===== config.mk =====
export PLATFORM = sky130hd
export DESIGN_NAME = pipe_skid_reg_flat
export DESIGN_NICKNAME = d
export VERILOG_FILES = /design/src/rtl/pipe_skid_reg_pkg.sv /design/src/rtl/pipe_skid_reg_if.sv /design/src/rtl/pipe_skid_reg_entry.sv /design/src/rtl/pipe_skid_reg.sv /design/src/flat_wrapper.sv
export SDC_FILE = /design/constraint.sdc
export NUM_CORES = 1
export LEC_CHECK = 0
export BUFFER_PORTS_ARGS = -buffer_cell sky130_fd_sc_hd__buf_2
export CAP_MARGIN = 20
export CELL_PAD_IN_SITES_DETAIL_PLACEMENT = 1
export CELL_PAD_IN_SITES_GLOBAL_PLACEMENT = 2
export CORE_AREA = 2 2 154 156
export DETAILED_ROUTE_END_ITERATION = 10
export DIE_AREA = 0 0 156 158
export GPL_TIMING_DRIVEN = 0
export PLACE_DENSITY = 0.83
export SYNTH_ARGS = -nofsm -noshare
export SYNTH_HDL_FRONTEND = slang
export SYNTH_SLANG_ARGS = --single-unit
export TNS_END_PERCENT = 100

===== constraint.sdc =====
create_clock -name clk -period 2.54 [get_ports clk]
set_clock_uncertainty 0.05 [all_clocks]
set_input_delay 0.254 -clock clk [delete_from_list [all_inputs] [get_ports clk]]
set_output_delay 0.254 -clock clk [all_outputs]
set_load 0.01 [all_outputs]

===== src/rtl/pipe_skid_reg_pkg.sv =====
// Shared definitions for the pipeline skid register family: reset constants,
// MIPS-style exception codes and the occupancy state encoding.
package pipe_pkg;

  localparam int                PIPE_EXC_W     = 5;
  localparam logic [31:0]       PIPE_INIT_PC   = 32'h0000_3000;
  localparam logic [31:0]       PIPE_INIT_DATA = 32'h0000_0000;

  localparam logic [PIPE_EXC_W-1:0] EXC_NONE = 5'd0;
  localparam logic [PIPE_EXC_W-1:0] EXC_ADEL = 5'd4;
  localparam logic [PIPE_EXC_W-1:0] EXC_ADES = 5'd5;
  localparam logic [PIPE_EXC_W-1:0] EXC_RI   = 5'd10;
  localparam logic [PIPE_EXC_W-1:0] EXC_OV   = 5'd12;

  // The encoding doubles as the occupancy count.
  typedef enum logic [1:0] {
    EMPTY = 2'd0,
    ONE   = 2'd1,
    FULL  = 2'd2
  } state_t;

endpackage


===== src/rtl/pipe_skid_reg_if.sv =====
// Upstream and downstream valid/ready handshake of one pipeline stage boundary.
// The slave view belongs to the register; the master view belongs to its neighbours.
interface pipe_skid_reg_if #(
  parameter int DATA_W = 32,
  parameter int PC_W   = 32,
  parameter int EXC_W  = 5
);
  logic              in_valid;
  logic              in_ready;
  logic [PC_W-1:0]   in_pc;
  logic [DATA_W-1:0] in_instr;
  logic [EXC_W-1:0]  in_exc;
  logic              in_bd;

  logic              out_valid;
  logic              out_ready;
  logic [PC_W-1:0]   out_pc;
  logic [DATA_W-1:0] out_instr;
  logic [EXC_W-1:0]  out_exc;
  logic              out_bd;

  modport master (
    output in_valid, in_pc, in_instr, in_exc, in_bd, out_ready,
    input  in_ready, out_valid, out_pc, out_instr, out_exc, out_bd
  );

  modport slave (
    input  in_valid, in_pc, in_instr, in_exc, in_bd, out_ready,
    output in_ready, out_valid, out_pc, out_instr, out_exc, out_bd
  );
endinterface


===== src/rtl/pipe_skid_reg_entry.sv =====
// One payload slot (pc, instr, exc, bd). Reset beats clear, clear beats load,
// otherwise the slot holds its value.
module pipe_entry
  import pipe_pkg::*;
#(
  parameter int                DATA_W    = 32,
  parameter int                PC_W      = 32,
  parameter int                EXC_W     = PIPE_EXC_W,
  parameter logic [PC_W-1:0]   INIT_PC   = PC_W'(PIPE_INIT_PC),
  parameter logic [DATA_W-1:0] INIT_DATA = DATA_W'(PIPE_INIT_DATA)
) (
  input  logic              clk,
  input  logic              reset,
  input  logic              clear,
  input  logic [PC_W-1:0]   clear_pc,
  input  logic              load,
  input  logic [PC_W-1:0]   d_pc,
  input  logic [DATA_W-1:0] d_instr,
  input  logic [EXC_W-1:0]  d_exc,
  input  logic              d_bd,
  output logic [PC_W-1:0]   q_pc,
  output logic [DATA_W-1:0] q_instr,
  output logic [EXC_W-1:0]  q_exc,
  output logic              q_bd
);

  always_ff @(posedge clk) begin
    if (reset) begin
      q_pc    <= INIT_PC;
      q_instr <= INIT_DATA;
      q_exc   <= '0;
      q_bd    <= 1'b0;
    end else if (clear) begin
      q_pc    <= clear_pc;
      q_instr <= INIT_DATA;
      q_exc   <= '0;
      q_bd    <= 1'b0;
    end else if (load) begin
      q_pc    <= d_pc;
      q_instr <= d_instr;
      q_exc   <= d_exc;
      q_bd    <= d_bd;
    end
  end

endmodule


===== src/rtl/pipe_skid_reg.sv =====
// Inter-stage pipeline register with a two-entry skid: main drives the outputs,
// skid absorbs one extra entry so in_ready depends only on registered state.
module pipe_skid_reg
  import pipe_pkg::*;
#(
  parameter int                DATA_W    = 32,
  parameter int                PC_W      = 32,
  parameter int                EXC_W     = PIPE_EXC_W,
  parameter logic [PC_W-1:0]   INIT_PC   = PC_W'(PIPE_INIT_PC),
  parameter logic [DATA_W-1:0] INIT_DATA = DATA_W'(PIPE_INIT_DATA)
) (
  input  logic                  clk,
  input  logic                  reset,
  pipe_skid_reg_if.slave        bus,
  input  logic                  flush,
  input  logic [PC_W-1:0]       flush_pc,
  output logic [1:0]            occupancy
);

  state_t            state;
  logic              in_xfer;
  logic              out_xfer;
  logic              main_load;
  logic              skid_load;
  logic              from_skid;

  logic [PC_W-1:0]   main_d_pc;
  logic [DATA_W-1:0] main_d_instr;
  logic [EXC_W-1:0]  main_d_exc;
  logic              main_d_bd;

  logic [PC_W-1:0]   skid_pc;
  logic [DATA_W-1:0] skid_instr;
  logic [EXC_W-1:0]  skid_exc;
  logic              skid_bd;

  assign bus.in_ready  = (state != FULL);
  assign bus.out_valid = (state != EMPTY);
  assign occupancy     = state;

  assign in_xfer  = bus.in_valid & bus.in_ready;
  assign out_xfer = bus.out_valid & bus.out_ready;

  always_comb begin
    main_load = 1'b0;
    skid_load = 1'b0;
    from_skid = 1'b0;
    case (state)
      EMPTY: main_load = in_xfer;
      ONE: begin
        main_load = in_xfer & out_xfer;
        skid_load = in_xfer & ~out_xfer;
      end
      FULL: begin
        main_load = out_xfer;
        from_skid = 1'b1;
      end
      default: ;
    endcase
  end

  // When FULL drains, the skid entry moves up so FIFO order is preserved.
  assign main_d_pc    = from_skid ? skid_pc    : bus.in_pc;
  assign main_d_instr = from_skid ? skid_instr : bus.in_instr;
  assign main_d_exc   = from_skid ? skid_exc   : bus.in_exc;
  assign main_d_bd    = from_skid ? skid_bd    : bus.in_bd;

  always_ff @(posedge clk) begin
    if (reset || flush) begin
      state <= EMPTY;
    end else begin
      case (state)
        EMPTY: if (in_xfer) state <= ONE;
        ONE: begin
          if (in_xfer && !out_xfer)      state <= FULL;
          else if (out_xfer && !in_xfer) state <= EMPTY;
        end
        FULL:    if (out_xfer) state <= ONE;
        default: state <= EMPTY;
      endcase
    end
  end

  pipe_entry #(
    .DATA_W(DATA_W), .PC_W(PC_W), .EXC_W(EXC_W),
    .INIT_PC(INIT_PC), .INIT_DATA(INIT_DATA)
  ) u_main (
    .clk      (clk),
    .reset    (reset),
    .clear    (flush),
    .clear_pc (flush_pc),
    .load     (main_load),
    .d_pc     (main_d_pc),
    .d_instr  (main_d_instr),
    .d_exc    (main_d_exc),
    .d_bd     (main_d_bd),
    .q_pc     (bus.out_pc),
    .q_instr  (bus.out_instr),
    .q_exc    (bus.out_exc),
    .q_bd     (bus.out_bd)
  );

  pipe_entry #(
    .DATA_W(DATA_W), .PC_W(PC_W), .EXC_W(EXC_W),
    .INIT_PC(INIT_PC), .INIT_DATA(INIT_DATA)
  ) u_skid (
    .clk      (clk),
    .reset    (reset),
    .clear    (flush),
    .clear_pc (INIT_PC),
    .load     (skid_load),
    .d_pc     (bus.in_pc),
    .d_instr  (bus.in_instr),
    .d_exc    (bus.in_exc),
    .d_bd     (bus.in_bd),
    .q_pc     (skid_pc),
    .q_instr  (skid_instr),
    .q_exc    (skid_exc),
    .q_bd     (skid_bd)
  );

  // The skid slot may only be written while it is free.
  a_no_skid_overwrite: assert property (
    @(posedge clk) disable iff (reset) skid_load |-> (state != FULL)
  );

endmodule

===== src/flat_wrapper.sv =====
// flat-port wrapper written by rule: the top's interface ports become plain ports
module pipe_skid_reg_flat import pipe_pkg::*;
#(
  parameter int                DATA_W    = 32,
  parameter int                PC_W      = 32,
  parameter int                EXC_W     = PIPE_EXC_W,
  parameter logic [PC_W-1:0]   INIT_PC   = PC_W'(PIPE_INIT_PC),
  parameter logic [DATA_W-1:0] INIT_DATA = DATA_W'(PIPE_INIT_DATA)
)
  (clk, reset, flush, flush_pc, occupancy, bus_in_valid, bus_in_pc, bus_in_instr, bus_in_exc, bus_in_bd, bus_out_ready, bus_in_ready, bus_out_valid, bus_out_pc, bus_out_instr, bus_out_exc, bus_out_bd);
  pipe_skid_reg_if #(.DATA_W(DATA_W), .PC_W(PC_W), .EXC_W(EXC_W)) bus_i ();
  input  logic clk;
  input  logic reset;
  input  logic flush;
  input  logic [PC_W-1:0] flush_pc;
  output logic [1:0] occupancy;
  input wire logic [$bits(bus_i.in_valid)-1:0] bus_in_valid;
  input wire logic [$bits(bus_i.in_pc)-1:0] bus_in_pc;
  input wire logic [$bits(bus_i.in_instr)-1:0] bus_in_instr;
  input wire logic [$bits(bus_i.in_exc)-1:0] bus_in_exc;
  input wire logic [$bits(bus_i.in_bd)-1:0] bus_in_bd;
  input wire logic [$bits(bus_i.out_ready)-1:0] bus_out_ready;
  output wire logic [$bits(bus_i.in_ready)-1:0] bus_in_ready;
  output wire logic [$bits(bus_i.out_valid)-1:0] bus_out_valid;
  output wire logic [$bits(bus_i.out_pc)-1:0] bus_out_pc;
  output wire logic [$bits(bus_i.out_instr)-1:0] bus_out_instr;
  output wire logic [$bits(bus_i.out_exc)-1:0] bus_out_exc;
  output wire logic [$bits(bus_i.out_bd)-1:0] bus_out_bd;
  assign bus_i.in_valid = bus_in_valid;
  assign bus_i.in_pc = bus_in_pc;
  assign bus_i.in_instr = bus_in_instr;
  assign bus_i.in_exc = bus_in_exc;
  assign bus_i.in_bd = bus_in_bd;
  assign bus_i.out_ready = bus_out_ready;
  assign bus_in_ready = bus_i.in_ready;
  assign bus_out_valid = bus_i.out_valid;
  assign bus_out_pc = bus_i.out_pc;
  assign bus_out_instr = bus_i.out_instr;
  assign bus_out_exc = bus_i.out_exc;
  assign bus_out_bd = bus_i.out_bd;
  pipe_skid_reg #(.DATA_W(DATA_W), .PC_W(PC_W), .EXC_W(EXC_W), .INIT_PC(INIT_PC), .INIT_DATA(INIT_DATA)) u_core (.clk(clk), .reset(reset), .bus(bus_i), .flush(flush), .flush_pc(flush_pc), .occupancy(occupancy));
endmodule

# [Yosys cells after proc, flatten, opt, wreduce, memory -nomap -nowiden]
# Index checks and enable logic that the tools add are counted.
[totals] out_inout_bits=74 wordCells=44 in_bits=107 register_bits=142
[classes] muxes=14 reduce_logical=10 n_eq_ne=6 bitwise=5
[ops] op="32-bit two-way mux" n=4
[ops] op="2-bit two-way mux" n=4
[ops] op="2-bit case mux with 3 select lines" n=1
[ops] op="5-bit two-way mux" n=1
[ops] op="1-bit AND" n=4
[ops] op="2-bit by 1-bit != test with 1-bit output (second input constant)" n=2
[ops] op="2-bit nonzero test" n=2
[ops] op="1-bit two-way mux" n=3
[ops] op="3-bit by 1-bit != test with 1-bit output (second input constant)" n=1
[ops] op="1-bit case mux with 3 select lines" n=1
[ops] op="3-bit AND reduction" n=1
[ops] op="2-bit by 1-bit == test with 1-bit output (second input constant)" n=1
[ops] op="2-bit == test (second input constant)" n=1
[ops] op="1-bit logical AND" n=2
[ops] op="1-bit logical NOT" n=2
[ops] op="2-bit logical NOT" n=1
[ops] op="2-bit != test (second input constant)" n=1
[ops] op="2-bit OR reduction" n=1
[ops] op="1-bit logical OR" n=1
[ops] op="1-bit NOT" n=1

# [Logic depth before layout (Yosys ltp)]
# Gate-level depths: netlist (run 1).
[logic_depth] depth_word=7 ltp_mapped=12

# [By module]
# Synthesis (run 1) repeated with hierarchy kept, for this count alone.
[unflattened] cells_unflattened=632 hier_area_um2=7139.3
[by_module_without_submodules] mod="pipe_entry" n_inst=2 area_each_um2=2892.8 seq_area_each_um2=1401.3 cells_per_inst=267
[by_module_without_submodules] mod="pipe_skid_reg" n_inst=1 area_each_um2=1353.8 seq_area_each_um2=40.0 cells_per_inst=98

# [Worst setup path after synthesis (run 1)]
# OpenSTA, ideal clock, no wires.
[synth_path] kind="reg-to-reg" start="register u_core.state[1] (netlist: u_core.occupancy[1])" end="register u_core.u_main.q_pc[30]" stages_incl_launch_ff=12 setup_slack_ns=0.010 t_arrival_ns=2.401 path_buffers=4 path_cell_list="dfxtp_1 > nand2b_1 > buf_2 > buf_1 > and2_1 > ha_1 > mux2i_1 > o21ai_2 > buf_6 > buf_6 > or4b_1 > o211ai_1"
[synth_via] elab_chain_cells=5
[synth_rtl] item="from (decl)" line="pipe_skid_reg.sv:20" text="state_t state;"
[synth_rtl] item="from (signal assigned)" line="pipe_skid_reg.sv:70" text="state <= EMPTY;"
[synth_rtl] item="from (signal assigned)" line="pipe_skid_reg.sv:73" text="EMPTY: if (in_xfer) state <= ONE;"
[synth_rtl] item="from (signal assigned)" line="pipe_skid_reg.sv:75" text="if (in_xfer && !out_xfer) state <= FULL;"
[synth_rtl] item="2-bit != test *" line="pipe_skid_reg.sv:37" text="assign bus.in_ready = (state != FULL);"
[synth_rtl] item="via bus_in_ready" line="flat_wrapper.sv:23" text="output wire logic [$bits(bus_i.in_ready)-1:0] bus_in_ready;"
[synth_rtl] item="1-bit AND *" line="pipe_skid_reg.sv:41" text="assign in_xfer = bus.in_valid & bus.in_ready;"
[synth_rtl] item="1-bit AND" line="pipe_skid_reg.sv:51" text="main_load = in_xfer & out_xfer;"
[synth_rtl] item="1-bit case mux with 3 select lines *" line="pipe_skid_reg.sv:48" text="case (state)"
[synth_rtl] item="2-bit nonzero test (no source line) *"
[synth_rtl] item="to (signal assigned)" line="pipe_skid_reg_entry.sv:34" text="q_pc <= clear_pc;"
[synth_rtl] item="to (signal assigned)" line="pipe_skid_reg_entry.sv:39" text="q_pc <= d_pc;"
[synth_rtl] item="to (decl)" line="pipe_skid_reg_entry.sv:21" text="output logic [PC_W-1:0] q_pc,"
# Mark *: on every way through the listed nets, which the timed path passes. The rest lies on a longest branch. The select of a mux whose other input is x is not followed.
# A chain may end at the register's enable or synchronous reset.

# [Worst setup path after layout (run 1)]
[layout_path] start="register u_core.state[1] (netlist: u_core.occupancy[1])" end="register u_core.u_main.q_pc[30]"
[layout_via] elab_chain_cells=5
[layout_rtl] item="2-bit != test (tied with other cells)" line="pipe_skid_reg.sv:37"
[layout_rtl] item="1-bit AND (tied with other cells)" line="pipe_skid_reg.sv:41"
[layout_rtl] item="1-bit AND or 32-bit two-way mux (tied branches)" line="pipe_skid_reg.sv:51, pipe_skid_reg.sv:63"
[layout_rtl] item="1-bit case mux with 3 select lines or 32-bit two-way mux (tied branches)" line="pipe_skid_reg.sv:48, pipe_skid_reg_entry.sv:38"
[layout_rtl] item="2-bit nonzero test (no source line) or 32-bit two-way mux (tied branches)"
# Several ways; a longest one is shown, not always the timed one. The select of a mux whose other input is x is not followed.

==> out/results.ini, run 1 <==
[synth]
ys_seq_area_frac=0.463
ys_warn_count=0
postSynthAreaPerCell_um2=8.58
syn_inst=716
synthMuxAreaShare=0.0721
synthDominantCellAreaShare=0.463
synth.distinct_cells=26
synth_adder_area_share=0.00407
netlist_area_mm2=0.00614
synthXorXnorAreaFrac=0
synth_nets=825
synth_top_family_by_area=simple AND/OR/NAND/NOR gates
ys_ff_latch=142
synth.largest_area_cell=dfxtp_1
synthSimpleGateAreaFrac=0.221
synth_area_leaders=dfxtp_1 (46%), nand2_1 (10%), mux2i_1 (6.8%), a21oi_1 (5.8%), or4b_1 (4.9%)
synth_compound_area_frac=0.186

[critical_path]
crit_path_end_kind=flop
path_class=reg2reg
worstPathMaxFanout=19
arrival_ns=2.67
cp-start-kind=flop
cp_slowest_cell=or4b_1
critPathBufInv=3
r2r_slack_ns=0.16
cpPeakStageDelay_ns=0.47
path_common_cell=buf_6
crit_required_ns=2.83
rr_worst_depth=10
worstSetupPathDepth=10
crit_family=simple AND/OR/NAND/NOR gates
crit_path_cell_trace=nand2b_4, buf_8, and2_1, ha_1, mux2i_1, o21ai_2, buf_6, buf_6, or4b_1, o211ai_1

[status]
outcome=finished clean

[sta]
rsz0062_at_grt=no
period_share=0.938
setup_viol_count_final=0
tightest_slew_ns=0.660
final_hold_viol_count=0
fin_setup_tns_ns=0
fmax_mhz=420
slew_headroom=0.560
slew_violations=0
layout_min_cycle_time_ns=2.38

[layout]
nets=1024
area_growth_pct=31.7
final_util=0.351
final_cells=1219
final_area_mm2=0.00809
final_cell_mix=buf_2 (184), nand2_1 (170), dfxtp_1 (140)
drive_gt1_frac=0.273
layout_commonest_cell=buf_2

[grt]
grt_pass1_wl_um=34100
grt.total_usage=0.179
antenna_found_initial=1
grt_pass1_vias=6228
grt_max_degree=20
gr-total-overflow=0

[floorplan]
die_y_um=158
fp-row-count=56
die_width_um=156
io_pins=181
die_area_mm2=0.0246
initial_utilization=0.266
core_mm2=0.0231

[power]
switchingPower_mw=1.41
p_sw_frac=0.255
leakage_nw=3.45
power_mw=5.52
pwr-share-clk=0.463
ir_drop_uv=347
power_frac_seq=0.425
combPwrFrac=0.112
internal-power_mw=4.11
power_density_mw_per_mm2=683

[route]
vias=5942
drt-initial-drc-count=241
viasPerCell=4.87
ant_nets=0
drtPass1Iterations=4
drc=0
wl_per_cell_um=17.8
wl_um=21700

[clock_network]
cts_sinks=142
clk_pin_slew_worst_paths_ns=0.07
cts_buffers=17
insertion_delay_ns=0.42
cts_tree=done
cts_setup_buffers=0
cts.path.max_buffers=2
htree_levels=4
root_buffer=clkbuf_16

[placed_design]
placed_cell_area_mm2=0.00740
placed_cells=1185
portBuffers=179
routabilityCongestion=0.757
post-dp-hpwl_um=15800

[run]
drv_cap=0

[min_path]
hold_depth=3
holdCritPathClass=in2reg

[cell usage after synthesis (all sizes together)]
library cell / instances
a211oi: 38
mux2: 2
buf: 25
mux2i: 42
nand3b: 2
nand3: 3
o21ai: 4
nand2: 170
a21oi: 71
clkbuf: 45
ha: 2
nand2b: 31
o211ai: 29
nor2: 42
o2111ai: 30
or2: 3
or4b: 30
inv: 2
and2: 3
dfxtp: 142
[cells by family after synthesis]
logic type,count (synthesis)
AO/OA/AOI/OAI,172
adder cells (fa/ha/maj),2
multiplexers,44
flip-flops,142
AND/OR/NAND/NOR,284
buffers and inverters,72
[stage by stage]
| stage | worst slack (ns) | hold WS (ns) |
|---|---|---|
| after CTS | 0.0123 | 0.00316 |
| after global routing | 0.00659 | 0.0178 |
| after global placement | -0.848 | 0.391 |
| final | 0.158 | 0.0273 |
| after detailed placement | -0.900 | 0.398 |
| after floorplan | 0.0105 | 0.328 |
[final cells by class]
cell class                      count  area, um2
Antenna cell                        1       2.50
Buffer                             68        362
Clock buffer                       24        492
Clock inverter                      8        105
Fill cell                        2792      15000
Inverter                            2       7.51
Multi-Input combinational cell    502       2990
Sequential cell                   142       2850
Tap cell                          290        363
Timing Repair Buffer              182        926
[layer usage]
metal	wire, um	GRT usage	vias to the layer above
li1	-	-	2925
met5	0	0	-
met3	644	0.0337	15
met4	250	0.0481	0
met2	10800	0.306	110
met1	10000	0.233	2892
[worst register-to-register path, delay by kind of cell (launching register included)]
kind                       cells  cell delay (ns)
and+or+nand+nor                3             0.77
AOI/OAI and AO/OA              2             0.21
buffers and inverters          3             0.47
DFF                            1             0.45
adders and majority gates      1             0.19
muxes                          1             0.16
[registers in the layout, indices dropped and copies added (netlist names)]
signal / cells
u_core.u_skid.q_instr: 32
u_core.u_skid.q_pc: 32
u_core.u_skid.q_bd: 1
u_core.u_skid.q_exc: 5
u_core.occupancy: 2
u_core.u_main.q_pc: 32
u_core.u_main.q_instr: 32
u_core.u_main.q_bd: 1
u_core.u_main.q_exc: 5
[final timing paths]
path                                                       endpoint                                 from
worst min-delay path            u_core.u_skid.q_pc[13]$_SDFFE_PP1P_                        bus_in_pc[13]
worst min register to register  u_core.u_skid.q_exc[3]$_SDFFE_PP0P_  u_core.u_skid.q_exc[3]$_SDFFE_PP0P_
worst max-delay path            u_core.u_main.q_pc[30]$_SDFFE_PP0P_     u_core.occupancy[1]$_SDFFE_PP0P_
worst max register to register  u_core.u_main.q_pc[30]$_SDFFE_PP0P_     u_core.occupancy[1]$_SDFFE_PP0P_
[power groups by stage]
stage | Combinational (mW) | Clock, mW | Sequential (mW)
floorplan | 0.283 | 0 | 2.42
global placement | 0.606 | 0 | 2.40
detailed placement | 0.614 | 0 | 2.40
CTS | 0.623 | 2.62 | 2.35
global route | 0.685 | 2.71 | 2.36
finish | 0.618 | 2.56 | 2.35
[repair_timing]
action	in CTS	in global routing
endpoints found under the hold margin	3	0
pin swaps	0	0
hold buffers	3	0
resized for setup	19	13
endpoints found under the setup margin	141	95
Note: power is estimated with default switching activity, not from simulation.
==> run 2: changes to the inputs <==
--- a/config.mk
+++ b/config.mk
@@ -6,14 +6,12 @@
 export NUM_CORES = 1
 export LEC_CHECK = 0
 export BUFFER_PORTS_ARGS = -buffer_cell sky130_fd_sc_hd__buf_2
-export CAP_MARGIN = 20
-export CELL_PAD_IN_SITES_DETAIL_PLACEMENT = 1
-export CELL_PAD_IN_SITES_GLOBAL_PLACEMENT = 2
-export CORE_AREA = 2 2 154 156
+export CAP_MARGIN = 10
+export CORE_AREA = 2 2 127 129
 export DETAILED_ROUTE_END_ITERATION = 10
-export DIE_AREA = 0 0 156 158
+export DIE_AREA = 0 0 129 131
 export GPL_TIMING_DRIVEN = 0
-export PLACE_DENSITY = 0.83
+export PLACE_DENSITY = 0.73
 export SYNTH_ARGS = -nofsm -noshare
 export SYNTH_HDL_FRONTEND = slang
 export SYNTH_SLANG_ARGS = --single-unit
==> run 2 against run 1 <==
Sequential share of layout area is 0.57 points higher. Non-clock buffer count is 1 lower. Fmax is 0.17% higher. Register-to-register slack hardly changed. Cell count is 6.0% lower. Power is 2.4% lower. Die area is 31% lower. Via count is 0.24% lower. Utilization is 16 points higher. Combinational power is 4.0% lower.
==> out/results.ini, run 2 (synthesis results as in run 1) <==
[status]
outcome=finished clean

[run]
drv_cap=0  ; unchanged

[sta]
layout_setup_ws_ns=0.162  ; +0.00413 ns
rsz0062_at_grt=no
setup_viol_count_final=0  ; unchanged
period_share=0.936  ; -0.00162
slew_violations=0  ; unchanged
final_hold_viol_count=0  ; unchanged
tightest_slew_ns=0.572  ; -0.0880 ns
fin_setup_tns_ns=0  ; unchanged
slew_headroom=0.618  ; +0.0587
fmax_mhz=421  ; +0.17%
hold_ws_ns=0.0142  ; -0.0130 ns
layout_min_cycle_time_ns=2.38  ; -0.00413 ns

[min_path]
holdCritPathClass=in2reg

[floorplan]
fp-row-count=46  ; -18%
io_pins=181  ; unchanged
initial_utilization=0.394  ; +0.127
die_y_um=131  ; -17%
die_width_um=129  ; -17%
core_mm2=0.0156  ; -32%
die_area_mm2=0.0169  ; -31%

[placed_design]
pre_cts_ws_ns=-0.667  ; +0.233 ns
portBuffers=179  ; unchanged
routabilityCongestion=0.814  ; +7.6%
post-dp-hpwl_um=12900  ; -18%
placed_cell_area_mm2=0.00731  ; -1.3%

[critical_path]
crit_path_end_kind=flop
path_class=reg2reg
crit_required_ns=2.84  ; about the same
arrival_ns=2.67  ; about the same
cp-start-kind=flop
worstPathMaxFanout=19  ; unchanged

[layout]
nets=1023  ; -0.098%
fillers=1533  ; -45%
final_area_mm2=0.00796  ; -1.6%
drive_gt1_frac=0.275  ; +0.00245
layout_commonest_cell=buf_2
area_growth_pct=29.6
final_cell_mix=buf_2 (184), nand2_1 (170), dfxtp_1 (140)

[grt]
grt.total_usage=0.217  ; +0.0377
gr-total-overflow=0  ; unchanged
antenna_found_initial=2  ; +1
grt_max_degree=20  ; unchanged
grt_pass1_wl_um=28600  ; -16%
grt_pass1_vias=5669  ; -9.0%

[route]
wl_um=18300  ; -16%
viasPerCell=5.17  ; +6.1%
ant_nets=0  ; unchanged
drtPass1Iterations=5  ; +1
wl_per_cell_um=16.0  ; -10%
drc=0  ; unchanged
drt-initial-drc-count=317  ; +32%
vias=5928  ; -0.24%

[power]
internal-power_mw=4.04  ; -1.7%
power_density_mw_per_mm2=677  ; -0.85%
switchingPower_mw=1.35  ; -4.5%
leakage_nw=3.44  ; -0.24%
pwr-share-clk=0.454  ; -0.009
p_sw_frac=0.250  ; -0.00545
combPwrFrac=0.110  ; -0.002
power_frac_seq=0.436  ; +0.011
ir_drop_uv=461  ; +33%

[clock_network]
root_buffer=clkbuf_16
cts_buffers=17  ; unchanged
cts_sinks=142  ; unchanged
clk_pin_slew_worst_paths_ns=0.06  ; about the same
cts_tree=done
htree_levels=4  ; unchanged
cts.path.max_buffers=2  ; unchanged
insertion_delay_ns=0.43  ; about the same

run 2: layout make-up:
class                   instances  area (um2)  area share
repair buffers                181         916       0.115
flip-flops and latches        142        2850       0.357
clock buffers                  21         460      0.0579
diodes                          3        7.51    0.000943
inverters                       2        7.51    0.000943
well taps                     216         270      0.0340
multi-input cells             502        2980       0.374
clock inverters                11         116      0.0146
plain buffers                  68         355      0.0446
run 2: per-stage QoR:
step                       util  instances  power [mW]
after global placement    0.469       1111        2.97
after CTS                 0.508       1144        5.42
after global routing      0.510       1145        5.59
after detailed placement  0.469       1111        2.98
after floorplan               -        716        2.71
final                     0.510       1146        5.39
run 2: what timing repair did:
action | CTS | global route
gates resized for setup | 13 | 22
hold buffers | 2 | 0
buffers inserted | 0 | 0
endpoints found under the hold margin | 2 | 0
setup endpoints to repair | 141 | 140
run 2: worst max-delay path: stages, from the launching register on:
cell,delay [ns]
dfxtp_2,0.44
nand2b_4,0.10
buf_8,0.17
and2_1,0.19
ha_1,0.21
mux2i_1,0.18
o21ai_2,0.09
clkbuf_1,0.23
or4b_1,0.53
o211ai_1,0.10
run 2: layer usage:
metal  up-vias  part of all wire  global-route usage
li1       2930                 -                   -
met1      2792              0.45               0.277
met2       164              0.48               0.351
met3        42             0.040              0.0456
met4         0             0.032               0.105
met5         -                 0                   0
run 2: path summary, 6_finish.rpt:
path / slack (ns) / endpoint / startpoint / cells after the start
setup / recovery: 0.16 / u_core.u_main.q_pc[26]$_SDFFE_PP0P_ / u_core.occupancy[1]$_SDFFE_PP0P_ / 9
hold / removal: 0.01 / u_core.u_skid.q_pc[13]$_SDFFE_PP1P_ / bus_in_pc[13] / 3
setup reg to reg: 0.16 / u_core.u_main.q_pc[26]$_SDFFE_PP0P_ / u_core.occupancy[1]$_SDFFE_PP0P_ / 9
hold reg to reg: 0.40 / u_core.u_skid.q_instr[27]$_SDFFE_PP0P_ / u_core.u_skid.q_instr[27]$_SDFFE_PP0P_ / 2
run 2: power by group through the flow:
stage                     combinational, mW  clock (mW)  sequential [mW]
after floorplan                       0.283           0             2.42
after global placement                0.579           0             2.39
after detailed placement              0.584           0             2.39
after CTS                             0.592        2.48             2.35
after global routing                  0.652        2.58             2.36
final                                 0.593        2.45             2.35
==> run 3: changes to the inputs <==
--- a/config.mk
+++ b/config.mk
@@ -6,11 +6,12 @@
 export NUM_CORES = 1
 export LEC_CHECK = 0
 export BUFFER_PORTS_ARGS = -buffer_cell sky130_fd_sc_hd__buf_2
-export CAP_MARGIN = 10
+export CAP_MARGIN = 15
 export CORE_AREA = 2 2 127 129
 export DETAILED_ROUTE_END_ITERATION = 10
 export DIE_AREA = 0 0 129 131
 export GPL_TIMING_DRIVEN = 0
+export HOLD_SLACK_MARGIN = 0.15
 export PLACE_DENSITY = 0.73
 export SYNTH_ARGS = -nofsm -noshare
 export SYNTH_HDL_FRONTEND = slang
==> run 3 against run 2 <==
Cell area increased by 13%. Critical path type unchanged. Non-clock buffer count increased by 102. Die area unchanged. Register-to-register slack got worse by 0.05 ns. Sequential share of layout area decreased by 4.0 points. Critical endpoint is now u_core.u_main.q_instr[4]$_SDFFE_PP0P_. Power increased by 2.4%. Largest power group unchanged.
==> out/results.ini, run 3 (synthesis results as in run 1) <==
[status]
outcome=finished clean

[placed_design]
post-dp-hpwl_um=12900  ; unchanged
pre_cts_ws_ns=-0.667  ; unchanged
routabilityCongestion=0.814  ; unchanged
placed_cells=1111  ; unchanged
portBuffers=179  ; unchanged

[route]
wl_um=20300  ; +11%
vias=6556  ; +11%
drc=0  ; unchanged
drt-initial-drc-count=383  ; +21%
wl_per_cell_um=16.3  ; +1.9%
ant_nets=0  ; unchanged
viasPerCell=5.26  ; +1.7%
drtPass1Iterations=4  ; -1

[clock_network]
htree_levels=4  ; unchanged
cts.path.max_buffers=2  ; unchanged
insertion_delay_ns=0.43  ; about the same
root_buffer=clkbuf_16
cts_setup_buffers=0  ; unchanged
cts_sinks=142  ; unchanged
clk_pin_slew_worst_paths_ns=0.06  ; about the same
cts_tree=done
cts_buffers=17  ; unchanged

[critical_path]
cp_slowest_cell=dfxtp_2
path_class=reg2reg
crit_path_cell_trace=nand2b_4, buf_12, and2_1, ha_1, mux2i_1, o21ai_2, buf_6, buf_6, buf_4, nor2_1, a211oi_1
worstPathMaxFanout=19  ; unchanged
cpPeakStageDelay_ns=0.40  ; -0.13 ns
crit_path_end_kind=flop
cp-start-kind=flop
crit_required_ns=2.81  ; -0.03 ns
arrival_ns=2.69  ; +0.02 ns
crit_family=buffers and inverters
path_common_cell=buf_6
critPathBufInv=4  ; +2

[sta]
layout_min_cycle_time_ns=2.43  ; +0.0478 ns
setup_viol_count_final=0  ; unchanged
rsz0062_at_grt=no
period_share=0.955  ; +0.0188
layout_setup_ws_ns=0.114  ; -0.0478 ns
slew_headroom=0.614  ; -0.00488
final_hold_viol_count=0  ; unchanged
slew_violations=0  ; unchanged
tightest_slew_ns=0.580  ; +0.00732 ns
hold_ws_ns=0.221  ; +0.206 ns
fin_setup_tns_ns=0  ; unchanged
fmax_mhz=412  ; -2.0%

[grt]
gr-total-overflow=0  ; unchanged
antenna_found_initial=0  ; -2
grt_pass1_vias=6430  ; +13%
grt.total_usage=0.240  ; +0.0226
grt_max_degree=20  ; unchanged
grt_pass1_wl_um=31600  ; +11%

[min_path]
holdCritPathClass=in2reg

[power]
power_frac_seq=0.426  ; -0.010
switchingPower_mw=1.38  ; +2.1%
combPwrFrac=0.133  ; +0.023
power_mw=5.52  ; +2.4%
ir_drop_uv=453  ; -1.5%
power_density_mw_per_mm2=615  ; -9.1%
p_sw_frac=0.249  ; -0.000743
pwr-share-clk=0.442  ; -0.012
leakage_nw=3.86  ; +12%
internal-power_mw=4.14  ; +2.5%

[layout]
layout_commonest_cell=buf_2
area_growth_pct=46.0
drive_gt1_frac=0.245  ; -0.0302
fillers=1368  ; -11%
final_cell_mix=buf_2 (184), nand2_1 (170), dfxtp_1 (140)
nets=1125  ; +10%
final_cells=1246  ; +8.7%

[floorplan]
die_area_mm2=0.0169  ; unchanged
initial_utilization=0.394  ; unchanged
io_pins=181  ; unchanged
die_width_um=129  ; unchanged
fp-row-count=46  ; unchanged
core_mm2=0.0156  ; unchanged
die_y_um=131  ; unchanged

[run]
drv_cap=0  ; unchanged

-- run 3: through the flow --
stage / util / cell area [um2]
floorplan: - / 6140
global placement: 0.469 / 7310
detailed placement: 0.469 / 7310
CTS: 0.573 / 8940
global route: 0.575 / 8970
finish: 0.575 / 8970
-- run 3: path summary, 6_finish.rpt --
kind	startpoint	end	slack [ns]	depth (start not counted)
hold / removal	bus_in_valid	u_core.occupancy[0]$_SDFFE_PP0P_	0.22	4
setup / recovery	u_core.occupancy[0]$_SDFFE_PP0P_	u_core.u_main.q_instr[4]$_SDFFE_PP0P_	0.11	11
hold reg to reg	u_core.u_skid.q_instr[27]$_SDFFE_PP0P_	u_core.u_skid.q_instr[27]$_SDFFE_PP0P_	0.40	2
setup reg to reg	u_core.occupancy[0]$_SDFFE_PP0P_	u_core.u_main.q_instr[4]$_SDFFE_PP0P_	0.11	11
-- run 3: routing by layer --
layer,track usage,wire length [um],share of wire
met3,0.0464,829,0.041
met2,0.397,9980,0.49
met4,0.146,809,0.040
met1,0.289,8660,0.43
met5,0,0,0
-- run 3: tightest hold or removal path, delay by kind of cell --
kind	cells	cell delay (ns)
AO/OA/AOI/OAI	1	0.13
buffers and inverters	1	0.11
multiplexers	1	0.06
AND/OR/NAND/NOR	1	0.12
-- run 3: repair_timing --
action / CTS / global route
hold buffers: 103 / 0
endpoints found under the hold margin: 136 / 0
endpoints found under the setup margin: 141 / 140
gates resized for setup: 13 / 18
-- run 3: area by class of cell --
| class | instances | area, um2 | share of cell area |
|---|---|---|---|
| multi-input combinational | 502 | 2980 | 0.332 |
| sequential | 142 | 2850 | 0.317 |
| timing repair buffer | 282 | 1930 | 0.215 |
| clock buffer | 21 | 460 | 0.0513 |
| buffer | 69 | 360 | 0.0402 |
| tap | 216 | 270 | 0.0301 |
| clock inverter | 11 | 116 | 0.0130 |
| inverter | 2 | 7.51 | 0.000837 |
| antenna | 1 | 2.50 | 0.000279 |
-- run 3: power groups by stage --
stage / logic (mW) / registers (mW) / clock network, mW
floorplan: 0.283 / 2.42 / 0
CTS: 0.714 / 2.35 / 2.48
detailed placement: 0.584 / 2.39 / 0
finish: 0.732 / 2.35 / 2.44
global placement: 0.579 / 2.39 / 0
global route: 0.793 / 2.36 / 2.58
